$ cat src/rtl/wave_key_ctrl_if.sv
// Board-side bundle of the wave generator front end: five raw push-buttons in,
// display/datapath parameters out.
interface wave_key_ctrl_if;
   logic       key_wave;
   logic       key_fup;
   logic       key_fdn;
   logic       key_aup;
   logic       key_adn;
   logic       clk_seg;
   logic [1:0] dispdata;
   logic [7:0] dispfreqz;
   logic [3:0] Amp;
   logic       param_upd;

   modport master (
      output key_wave, key_fup, key_fdn, key_aup, key_adn,
      input  clk_seg, dispdata, dispfreqz, Amp, param_upd
   );

   modport slave (
      input  key_wave, key_fup, key_fdn, key_aup, key_adn,
      output clk_seg, dispdata, dispfreqz, Amp, param_upd
   );
endinterface

$ cat src/rtl/wave_key_ctrl.sv
// Push-button front end: synchronise, debounce and auto-repeat five keys, then
// maintain waveform select, BCD frequency code, amplitude and the scan clock.
module wave_key_ctrl #(
   parameter int DB_CYCLES  = 2_000_000,
   parameter int SEG_DIV    = 50_000,
   parameter int REPEAT_DLY = 50_000_000,
   parameter int REPEAT_PER = 10_000_000,
   parameter int AMP_RST    = 8
) (
   input  logic            clk,
   input  logic            rst_n,
   wave_key_ctrl_if.slave  io
);

   localparam int DBW     = $clog2(DB_CYCLES + 1);
   localparam int SGW     = $clog2(SEG_DIV + 1);
   localparam int REP_MAX = (REPEAT_DLY > REPEAT_PER) ? REPEAT_DLY : REPEAT_PER;
   localparam int HW      = $clog2(REP_MAX + 1);

   localparam logic [DBW-1:0] DB_LAST  = DBW'(DB_CYCLES - 1);
   localparam logic [SGW-1:0] SEG_LAST = SGW'(SEG_DIV - 1);
   localparam logic [HW-1:0]  DLY_T    = HW'(REPEAT_DLY);
   localparam logic [HW-1:0]  PER_T    = HW'(REPEAT_PER);

   function automatic logic [7:0] bcd_inc(input logic [7:0] f);
      if (f == 8'h99)        return f;
      if (f[3:0] == 4'd9)    return {f[7:4] + 4'd1, 4'd0};
      return {f[7:4], f[3:0] + 4'd1};
   endfunction

   function automatic logic [7:0] bcd_dec(input logic [7:0] f);
      if (f == 8'h01)        return f;
      if (f[3:0] == 4'd0)    return {f[7:4] - 4'd1, 4'd9};
      return {f[7:4], f[3:0] - 4'd1};
   endfunction

   function automatic logic [3:0] amp_inc(input logic [3:0] a);
      return (a == 4'd15) ? a : a + 4'd1;
   endfunction

   function automatic logic [3:0] amp_dec(input logic [3:0] a);
      return (a <= 4'd1) ? a : a - 4'd1;
   endfunction

   // Key order: 0 wave, 1 freq up, 2 freq down, 3 amp up, 4 amp down
   logic [4:0]     raw_keys;
   logic [4:0]     sync_p0, sync_p1;
   logic [4:0]     stable, stable_q;
   logic [DBW-1:0] db_cnt [5];
   logic [HW-1:0]  hold [2];
   logic [1:0]     rep_on, rep_hit;
   logic [4:0]     evt;

   assign raw_keys = {io.key_adn, io.key_aup, io.key_fdn, io.key_fup, io.key_wave};

   // Stage p0/p1: two-flop synchroniser, then debounce to a stable level
   always_ff @(posedge clk or negedge rst_n) begin
      if (!rst_n) begin
         sync_p0  <= '0;
         sync_p1  <= '0;
         stable   <= '0;
         stable_q <= '0;
         for (int i = 0; i < 5; i++) db_cnt[i] <= '0;
      end else begin
         sync_p0  <= raw_keys;
         sync_p1  <= sync_p0;
         stable_q <= stable;
         for (int i = 0; i < 5; i++) begin
            if (sync_p1[i] == stable[i]) begin
               db_cnt[i] <= '0;
            end else if (db_cnt[i] == DB_LAST) begin
               stable[i] <= sync_p1[i];
               db_cnt[i] <= '0;
            end else begin
               db_cnt[i] <= db_cnt[i] + DBW'(1);
            end
         end
      end
   end

   // Hold counters for the two frequency keys; after the first repeat the target drops to the period
   always_comb begin
      rep_hit = '0;
      for (int f = 0; f < 2; f++)
         rep_hit[f] = stable[f+1] && (hold[f] == (rep_on[f] ? PER_T : DLY_T));
   end

   always_ff @(posedge clk or negedge rst_n) begin
      if (!rst_n) begin
         rep_on <= '0;
         for (int f = 0; f < 2; f++) hold[f] <= '0;
      end else begin
         for (int f = 0; f < 2; f++) begin
            if (!stable[f+1]) begin
               hold[f]   <= '0;
               rep_on[f] <= 1'b0;
            end else if (rep_hit[f]) begin
               hold[f]   <= HW'(1);
               rep_on[f] <= 1'b1;
            end else begin
               hold[f] <= hold[f] + HW'(1);
            end
         end
      end
   end

   assign evt = (stable & ~stable_q) | {2'b00, rep_hit, 1'b0};

   logic [1:0] data_r, data_nx;
   logic [7:0] freq_r, freq_nx;
   logic [3:0] amp_r, amp_nx;
   logic       upd_r, changed;
   logic       seg_r;
   logic [SGW-1:0] seg_cnt;

   // Opposite events on the same parameter cancel; different parameters apply together
   always_comb begin
      data_nx = data_r;
      freq_nx = freq_r;
      amp_nx  = amp_r;
      if (evt[0]) data_nx = data_r + 2'd1;
      if (evt[1] && !evt[2])      freq_nx = bcd_inc(freq_r);
      else if (evt[2] && !evt[1]) freq_nx = bcd_dec(freq_r);
      if (evt[3] && !evt[4])      amp_nx = amp_inc(amp_r);
      else if (evt[4] && !evt[3]) amp_nx = amp_dec(amp_r);
      changed = (data_nx != data_r) || (freq_nx != freq_r) || (amp_nx != amp_r);
   end

   // Stage p2: registered parameters and update strobe
   always_ff @(posedge clk or negedge rst_n) begin
      if (!rst_n) begin
         data_r <= 2'd0;
         freq_r <= 8'h01;
         amp_r  <= 4'(AMP_RST);
         upd_r  <= 1'b0;
      end else begin
         data_r <= data_nx;
         freq_r <= freq_nx;
         amp_r  <= amp_nx;
         upd_r  <= changed;
      end
   end

   always_ff @(posedge clk or negedge rst_n) begin
      if (!rst_n) begin
         seg_cnt <= '0;
         seg_r   <= 1'b0;
      end else if (seg_cnt == SEG_LAST) begin
         seg_cnt <= '0;
         seg_r   <= ~seg_r;
      end else begin
         seg_cnt <= seg_cnt + SGW'(1);
      end
   end

   assign io.dispdata  = data_r;
   assign io.dispfreqz = freq_r;
   assign io.Amp       = amp_r;
   assign io.param_upd = upd_r;
   assign io.clk_seg   = seg_r;

endmodule
$ cat src/flat_wrapper.sv
// flat-port wrapper written by rule: the top's interface ports become plain ports
module wave_key_ctrl_flat 
#(
   parameter int DB_CYCLES  = 2_000_000,
   parameter int SEG_DIV    = 50_000,
   parameter int REPEAT_DLY = 50_000_000,
   parameter int REPEAT_PER = 10_000_000,
   parameter int AMP_RST    = 8
)
  (clk, rst_n, io_key_wave, io_key_fup, io_key_fdn, io_key_aup, io_key_adn, io_clk_seg, io_dispdata, io_dispfreqz, io_Amp, io_param_upd);
  wave_key_ctrl_if io_i ();
  input  logic clk;
  input  logic rst_n;
  input wire logic [$bits(io_i.key_wave)-1:0] io_key_wave;
  input wire logic [$bits(io_i.key_fup)-1:0] io_key_fup;
  input wire logic [$bits(io_i.key_fdn)-1:0] io_key_fdn;
  input wire logic [$bits(io_i.key_aup)-1:0] io_key_aup;
  input wire logic [$bits(io_i.key_adn)-1:0] io_key_adn;
  output wire logic [$bits(io_i.clk_seg)-1:0] io_clk_seg;
  output wire logic [$bits(io_i.dispdata)-1:0] io_dispdata;
  output wire logic [$bits(io_i.dispfreqz)-1:0] io_dispfreqz;
  output wire logic [$bits(io_i.Amp)-1:0] io_Amp;
  output wire logic [$bits(io_i.param_upd)-1:0] io_param_upd;
  assign io_i.key_wave = io_key_wave;
  assign io_i.key_fup = io_key_fup;
  assign io_i.key_fdn = io_key_fdn;
  assign io_i.key_aup = io_key_aup;
  assign io_i.key_adn = io_key_adn;
  assign io_clk_seg = io_i.clk_seg;
  assign io_dispdata = io_i.dispdata;
  assign io_dispfreqz = io_i.dispfreqz;
  assign io_Amp = io_i.Amp;
  assign io_param_upd = io_i.param_upd;
  wave_key_ctrl #(.DB_CYCLES(DB_CYCLES), .SEG_DIV(SEG_DIV), .REPEAT_DLY(REPEAT_DLY), .REPEAT_PER(REPEAT_PER), .AMP_RST(AMP_RST)) u_core (.clk(clk), .rst_n(rst_n), .io(io_i));
endmodule
$ cat config.mk
export PLATFORM = sky130hd
export DESIGN_NAME = wave_key_ctrl_flat
export DESIGN_NICKNAME = d
export VERILOG_FILES = /design/src/rtl/wave_key_ctrl_if.sv /design/src/rtl/wave_key_ctrl.sv /design/src/flat_wrapper.sv
export SDC_FILE = /design/constraint.sdc
export NUM_CORES = 1
export LEC_CHECK = 0
export ABC_AREA = 1
export CORE_MARGIN = 4
export CORE_UTILIZATION = 25
export DETAILED_ROUTE_END_ITERATION = 16
export HOLD_SLACK_MARGIN = 0.1
export SLEW_MARGIN = 20
export SYNTH_ARGS = -nofsm -noshare
export SYNTH_HDL_FRONTEND = slang
export SYNTH_SLANG_ARGS = --single-unit
$ cat constraint.sdc
create_clock -name clk -period 2.02 [get_ports clk]
set_input_delay 0.303 -clock clk [delete_from_list [all_inputs] [get_ports clk]]
set_output_delay 0.303 -clock clk [all_outputs]
set_load 0.02 [all_outputs]
# [Yosys cells after proc, flatten, opt, wreduce, memory -nomap -nowiden]
# Index checks and enable logic that the tools add are counted.
[word_totals] regBits=211 latchBits=0 mem_bits_rw=0 rom_bits=0 input_bits=7 output_inout_bits=16 wordCells=136 mem_count=0
[classes] addsub=15 mul=0 div_mod_pow=0 magnitude_cmp=1 eq_ne=22 shift=0 mux=48 bitwise=9 reduce_logical=18
[ops] cell="$mux 21" count=10
[ops] cell="$mux 26" count=6
[ops] cell="$add 21x1->21 const B" count=5
[ops] cell="$eq 21x21->1 const B" count=5
[ops] cell="$mux 8" count=10
[ops] cell="$add 26x1->26 const B" count=2
[ops] cell="$eq 26x26->1" count=2
[ops] cell="$add 16x1->16 const B" count=1
[ops] cell="$eq 16x16->1 const B" count=1
[ops] cell="$mux 1" count=16
[ops] cell="$mux 16" count=1
[ops] cell="$mux 4" count=4
[ops] cell="$add 4x1->4 const B" count=3
[ops] cell="$sub 4x1->4 const B" count=3
[ops] cell="$reduce_and 2->1" count=5
[ops] cell="$eq 4x4->1 const B" count=2
[ops] cell="$eq 8x1->1 const B" count=1
[ops] cell="$eq 8x8->1 const B" count=1
[ops] cell="$ne 8x8->1" count=1
[ops] cell="$logic_and 1x1->1" count=6
[ops] cell="$not 1->1" count=6
[ops] cell="$and 5x5->5" count=1
[ops] cell="$eq 1x1->1" count=5
[ops] cell="$not 5->5" count=1
[ops] cell="other kinds (10)" count=15

# [Logic depth before layout (Yosys ltp)]
[logic_depth] word_depth=18 mapped_depth=15 ltp_nobuf=15

# [Worst setup path before layout]
# Ideal clock, no wire load.
[synth_timing] path_kind="register to register" startpoint="register u_core.hold[0] (netlist bit)" endpoint="register u_core.hold[18] (netlist bit)" setup_time_ps=132 arrival_ps=1666 required_ps=1888 slack_ps=222 path_stages_with_launch=12 path_buffers=0 synth_period_minus_slack_ps=1798 path_cell_list="dfrtp_1 > ha_1 > nand2_2 > nor2_2 > nand2_2 > nor4_4 > nand3_2 > nor2_4 > nand2_2 > nor2_2 > xor2_1 > nor2_1"
[synth_via] elab_chain_cells=4 word_cells_on_any_way=5 classes_between="1 x add/sub; 1 x eq/ne; 2 x mux; 1 x reduce/logical"
[synth_lines] element="start, declared" line_no="wave_key_ctrl.sv:50" rtl="logic [HW-1:0] hold [2];"
[synth_lines] element="start signal, assigned by index" line_no="wave_key_ctrl.sv:101" rtl="hold[f] <= hold[f] + HW'(1);"
[synth_lines] element="branches (longest 2 deep; another with $add 26x1->26)"
[synth_lines] element="$mux 26 (*)" line_no="wave_key_ctrl.sv:97" rtl="end else if (rep_hit[f]) begin"
[synth_lines] element="$mux 26 (*)" line_no="wave_key_ctrl.sv:94" rtl="if (!stable[f+1]) begin"
# Every way passes the cells marked *.
# A chain may end at the register's enable or synchronous reset.

# [Final worst setup path]
[layout_timing] startpoint="register u_core.hold[1] (netlist bit)" endpoint="register u_core.freq_r[2] (netlist: u_core.io.dispfreqz[2])"
[layout_via] elab_chain_cells=6 word_cells_on_any_way=8 classes_between="1 x eq/ne; 2 x mux; 1 x bitwise; 4 x reduce/logical"
[layout_lines] element="$eq 26x26->1 (*)" line_no="wave_key_ctrl.sv:85" rtl="rep_hit[f] = stable[f+1] && (hold[f] == (rep_on[f] ? PER_T : DLY_T));"
[layout_lines] element="$logic_and 1x1->1 (*)" line_no="wave_key_ctrl.sv:85"
[layout_lines] element="$or 5x3->5 (*)" line_no="wave_key_ctrl.sv:107" rtl="assign evt = (stable & ~stable_q) | {2'b00, rep_hit, 1'b0};"
[layout_lines] element="$logic_and 1x1->1 / $logic_not 1->1 (equally long branches)" line_no="wave_key_ctrl.sv:123, wave_key_ctrl.sv:122"
[layout_lines] element="$mux 8 / $logic_and 1x1->1 (equally long branches)" line_no="wave_key_ctrl.sv:123, wave_key_ctrl.sv:122"
[layout_lines] element="$mux 8 (*)" line_no="wave_key_ctrl.sv:122" rtl="if (evt[1] && !evt[2]) freq_nx = bcd_inc(freq_r);"
[layout_lines] element="named net u_core.freq_nx[2]" line_no="wave_key_ctrl.sv:110" rtl="logic [7:0] freq_r, freq_nx;"
[layout_lines] element="end signal, assigned" line_no="wave_key_ctrl.sv:138" rtl="freq_r <= freq_nx;"
[layout_lines] element="end, declared" line_no="wave_key_ctrl.sv:110"
# The timed path passes the listed nets; every way through them passes the cells marked *.

==> metrics.cfg <==
[layout]
diodes=0
layout-area-overhead-vs-synth_pct=23.8
nets=1469
design_area_mm2=0.0136
final_common_cell=nand2_1
final_cell_mix=218 x nand2_1, 202 x dfrtp_1, 191 x inv_1, 191 x nor2_1, 77 x a21oi_1
drive_above_1_share_pct=15.7

[place]
place_hpwl_um=16500
placed_area_mm2=0.0122
gp_congestion=0.847
portBuffers=22

[power]
p_per_area_mw_per_mm2=673
power_w=0.00917
p_leak_nw=5.86
peakVddDrop_mv=0.544

[grt]
use_met3_pct=1.76
antenna_found_initial=0
grt_pass1_wl_um=40300
grt_overflow=0
top_usage_layer=met2
grt_usage_pct=9.76
grt_max_degree=82
met1_usage_pct=13.6
grt_pass1_vias=8584
met2_usage_pct=15.6

[clock_network]
cts_sinks=211
numCtsBuffers=25
clk_pin_slew_ns=0.06
clk_latency_ns=0.52
cts_root_buf=clkbuf_16
tritoncts=done
cts_max_level=1
clockBufferDepth=3

[logic_synthesis]
postSynthAreaPerCell_um2=8.18
ys_ff_latch=211
synthMuxAreaShare_pct=0.307
synthCells=1346
yosysUniqueCellTypes=50
synth_compound_area_share_pct=8.22
yosysWarnings=0
synth_xor_area_share_pct=4.93
synth_top_family_by_area=simple AND/OR/NAND/NOR gates
syn_nets=1370
synthAdderAreaFrac_pct=1.93
synthSimpleGateAreaFrac_pct=29.4
synth.cell_area_mm2=0.0110
synth_seq_area_share_pct=48.0

[setup_path]
timing.critical_path.from=u_core.hold[1]$_DFF_PN0_
rr_worst_depth=15
timing.rr.start=u_core.hold[1]$_DFF_PN0_
critical_path_arrival_ns=2.50
critical_path_required_ns=2.45
reg2reg_to=u_core.io.dispfreqz[2]$_DFF_PN0_
worstSetupEndpointType=flip-flop
rrSetupSlack_ns=-0.05
crit_end=u_core.io.dispfreqz[2]$_DFF_PN0_
crit_type=reg -> reg
start_kind=flip-flop
cp_max_fo=4

[timing]
fin_skew_ns=0.0115
post-route-min-period_ns=2.07
relSlewSlack_pct=64.5
postLayoutSetupSlackWorst_ns=-0.0483
worst_slew_pin_slew_ns=0.527
hold_viol_final=0
period_share_pct=102
max_freq_mhz=483
grt_setup_unrepaired=yes
setup_violations=5
slew_violations=0

[outcome]
violations=negative setup slack
status=finished with violations

[detailed_routing]
vias_per_cell=4.39
via_count=8982
wire_per_inst_um=11.7
drt_wl_total_um=23900
drc_errors=0
drtAntennaViolNets=0
dr.first_iter.drc_count=487
dr.pass1.iters=5

[job]
maxCapViolations=0

[floorplanning]
die_x_um=218
core_area_mm2=0.0433
die_area_mm2=0.0475
start_util_pct=25.4
ioPinCount=23
die_h_um=218
fp-row-count=76

[min_path]
hp-class=in -> async

==> per-layer routing <==
| metal | wire (um) | share of wire, % |
|---|---|---|
| met1 | 11700 | 49 |
| met2 | 10800 | 45 |
| met3 | 862 | 3.6 |
| met4 | 559 | 2.3 |
| met5 | 0 | 0 |
==> sequential cells by signal (all words and copies together), names as in the netlist <==
register	cells
u_core.io.dispfreqz	8
u_core.io.clk_seg	1
u_core.stable	5
u_core.rep_on	2
u_core.seg_cnt	16
u_core.hold	52
u_core.sync_p1	5
u_core.sync_p0	5
u_core.io.param_upd	1
u_core.stable_q	5
u_core.db_cnt	105
u_core.io.Amp	4
u_core.io.dispdata	2
==> worst max-delay path, stage by stage, from the launching register on <==
cell and delay, ns:
dfrtp_2 0.44, buf_6 0.14, inv_4 0.05, ha_4 0.12, nand2_2 0.05, nor2_2 0.08
nand3_1 0.08, nor2_1 0.11, nand2_1 0.10, nand2_2 0.08, nand2_4 0.08, nor2_4 0.19
buf_12 0.13, buf_6 0.10, o21ai_1 0.06, a21oi_1 0.16
==> final cells by class <==
class	count	area, um2
Timing Repair Buffer	84	781
Clock buffer	36	707
Multi-Input combinational cell	924	5220
Inverter	199	752
Clock inverter	7	138
Sequential cell	211	5290
Tap cell	585	732
Fill cell	4466	29600
==> how the worst min path moves through the flow <==
| stage | startpoint | to | slack [ns] | depth (start not counted) |
|---|---|---|---|---|
| after detailed placement | rst_n | u_core.db_cnt[97]$_DFF_PN0_ | 0.11 | 1 |
| after global routing | rst_n | u_core.db_cnt[97]$_DFF_PN0_ | 0.16 | 2 |
| after CTS | rst_n | u_core.db_cnt[97]$_DFF_PN0_ | 0.14 | 2 |
| after global placement | rst_n | u_core.db_cnt[97]$_DFF_PN0_ | 0.11 | 1 |
| final | rst_n | u_core.db_cnt[97]$_DFF_PN0_ | 0.17 | 2 |
| after floorplan | rst_n | u_core.db_cnt[0]$_DFF_PN0_ | 0.007 | 0 |
==> power breakdown <==
group | leakage [nW] | total, W | internal (W) | switching (W)
Combinational | 2.57 | 0.000242 | 0.0000828 | 0.000159
Clock | 0.410 | 0.00465 | 0.00292 | 0.00173
Sequential | 2.88 | 0.00428 | 0.00426 | 0.0000225
Total | 5.86 | 0.00917 | 0.00726 | 0.00191
==> metrics by stage <==
step	std cells	hold WS (ns)	setup WS, ns	util (%)	setup TNS [ns]
after floorplan	1346	0.00741	0.222	-	0
after global placement	1978	0.112	0.102	28.3	0
after detailed placement	1978	0.110	0.0204	28.3	0
after CTS	2022	0.145	0.0167	30.2	0
after global routing	2046	0.163	-0.164	31.5	-1.51
final	2046	0.169	-0.0483	31.5	-0.0715
==> logic make-up after synthesis <==
logic type / Yosys count
xor gates and xnor gates: 62
AOI/OAI and AO/OA: 163
DFF: 211
muxes: 3
and+or+nand+nor: 679
adders and majority gates: 17
buffers and inverters: 211
==> what timing repair did <==
action | in CTS | in global routing
resized for setup | 3 | 87
hold buffers | 1 | 0
hold endpoints to repair | 210 | 0
setup buffers | 0 | 24
endpoints found under the setup margin | 3 | 54
pin swaps | 0 | 27
==> cells in the mapped netlist, drive strengths merged <==
master	instances	share of area [%]
mux2	3	0.31
buf	5	0.25
o21ai	47	2.2
nand3b	2	0.14
a21o	1	0.068
nand4	40	2.6
o211ai	2	0.14
ha	17	1.9
xor2	49	3.9
nor4b	2	0.22
a31o	1	0.080
o21a	11	0.75
nor3b	16	1.1
o22ai	2	0.11
nand2	236	8.3
dfrtp	209	48
o21bai	2	0.14
and3	3	0.17
o211a	1	0.091
dfstp	2	0.48
o31ai	1	0.068
a22oi	1	0.068
inv	199	6.8
a21oi	81	3.7
a211oi	6	0.41
nor2	231	8.8
a31oi	5	0.28
xnor2	13	1.0
o221ai	1	0.080
a221oi	1	0.080
nand3	61	3.0
nor3	52	2.8
nor4	31	2.0
or2	5	0.28
clkbuf	7	0.24
No activity file was read; power rests on OpenSTA's default activity.
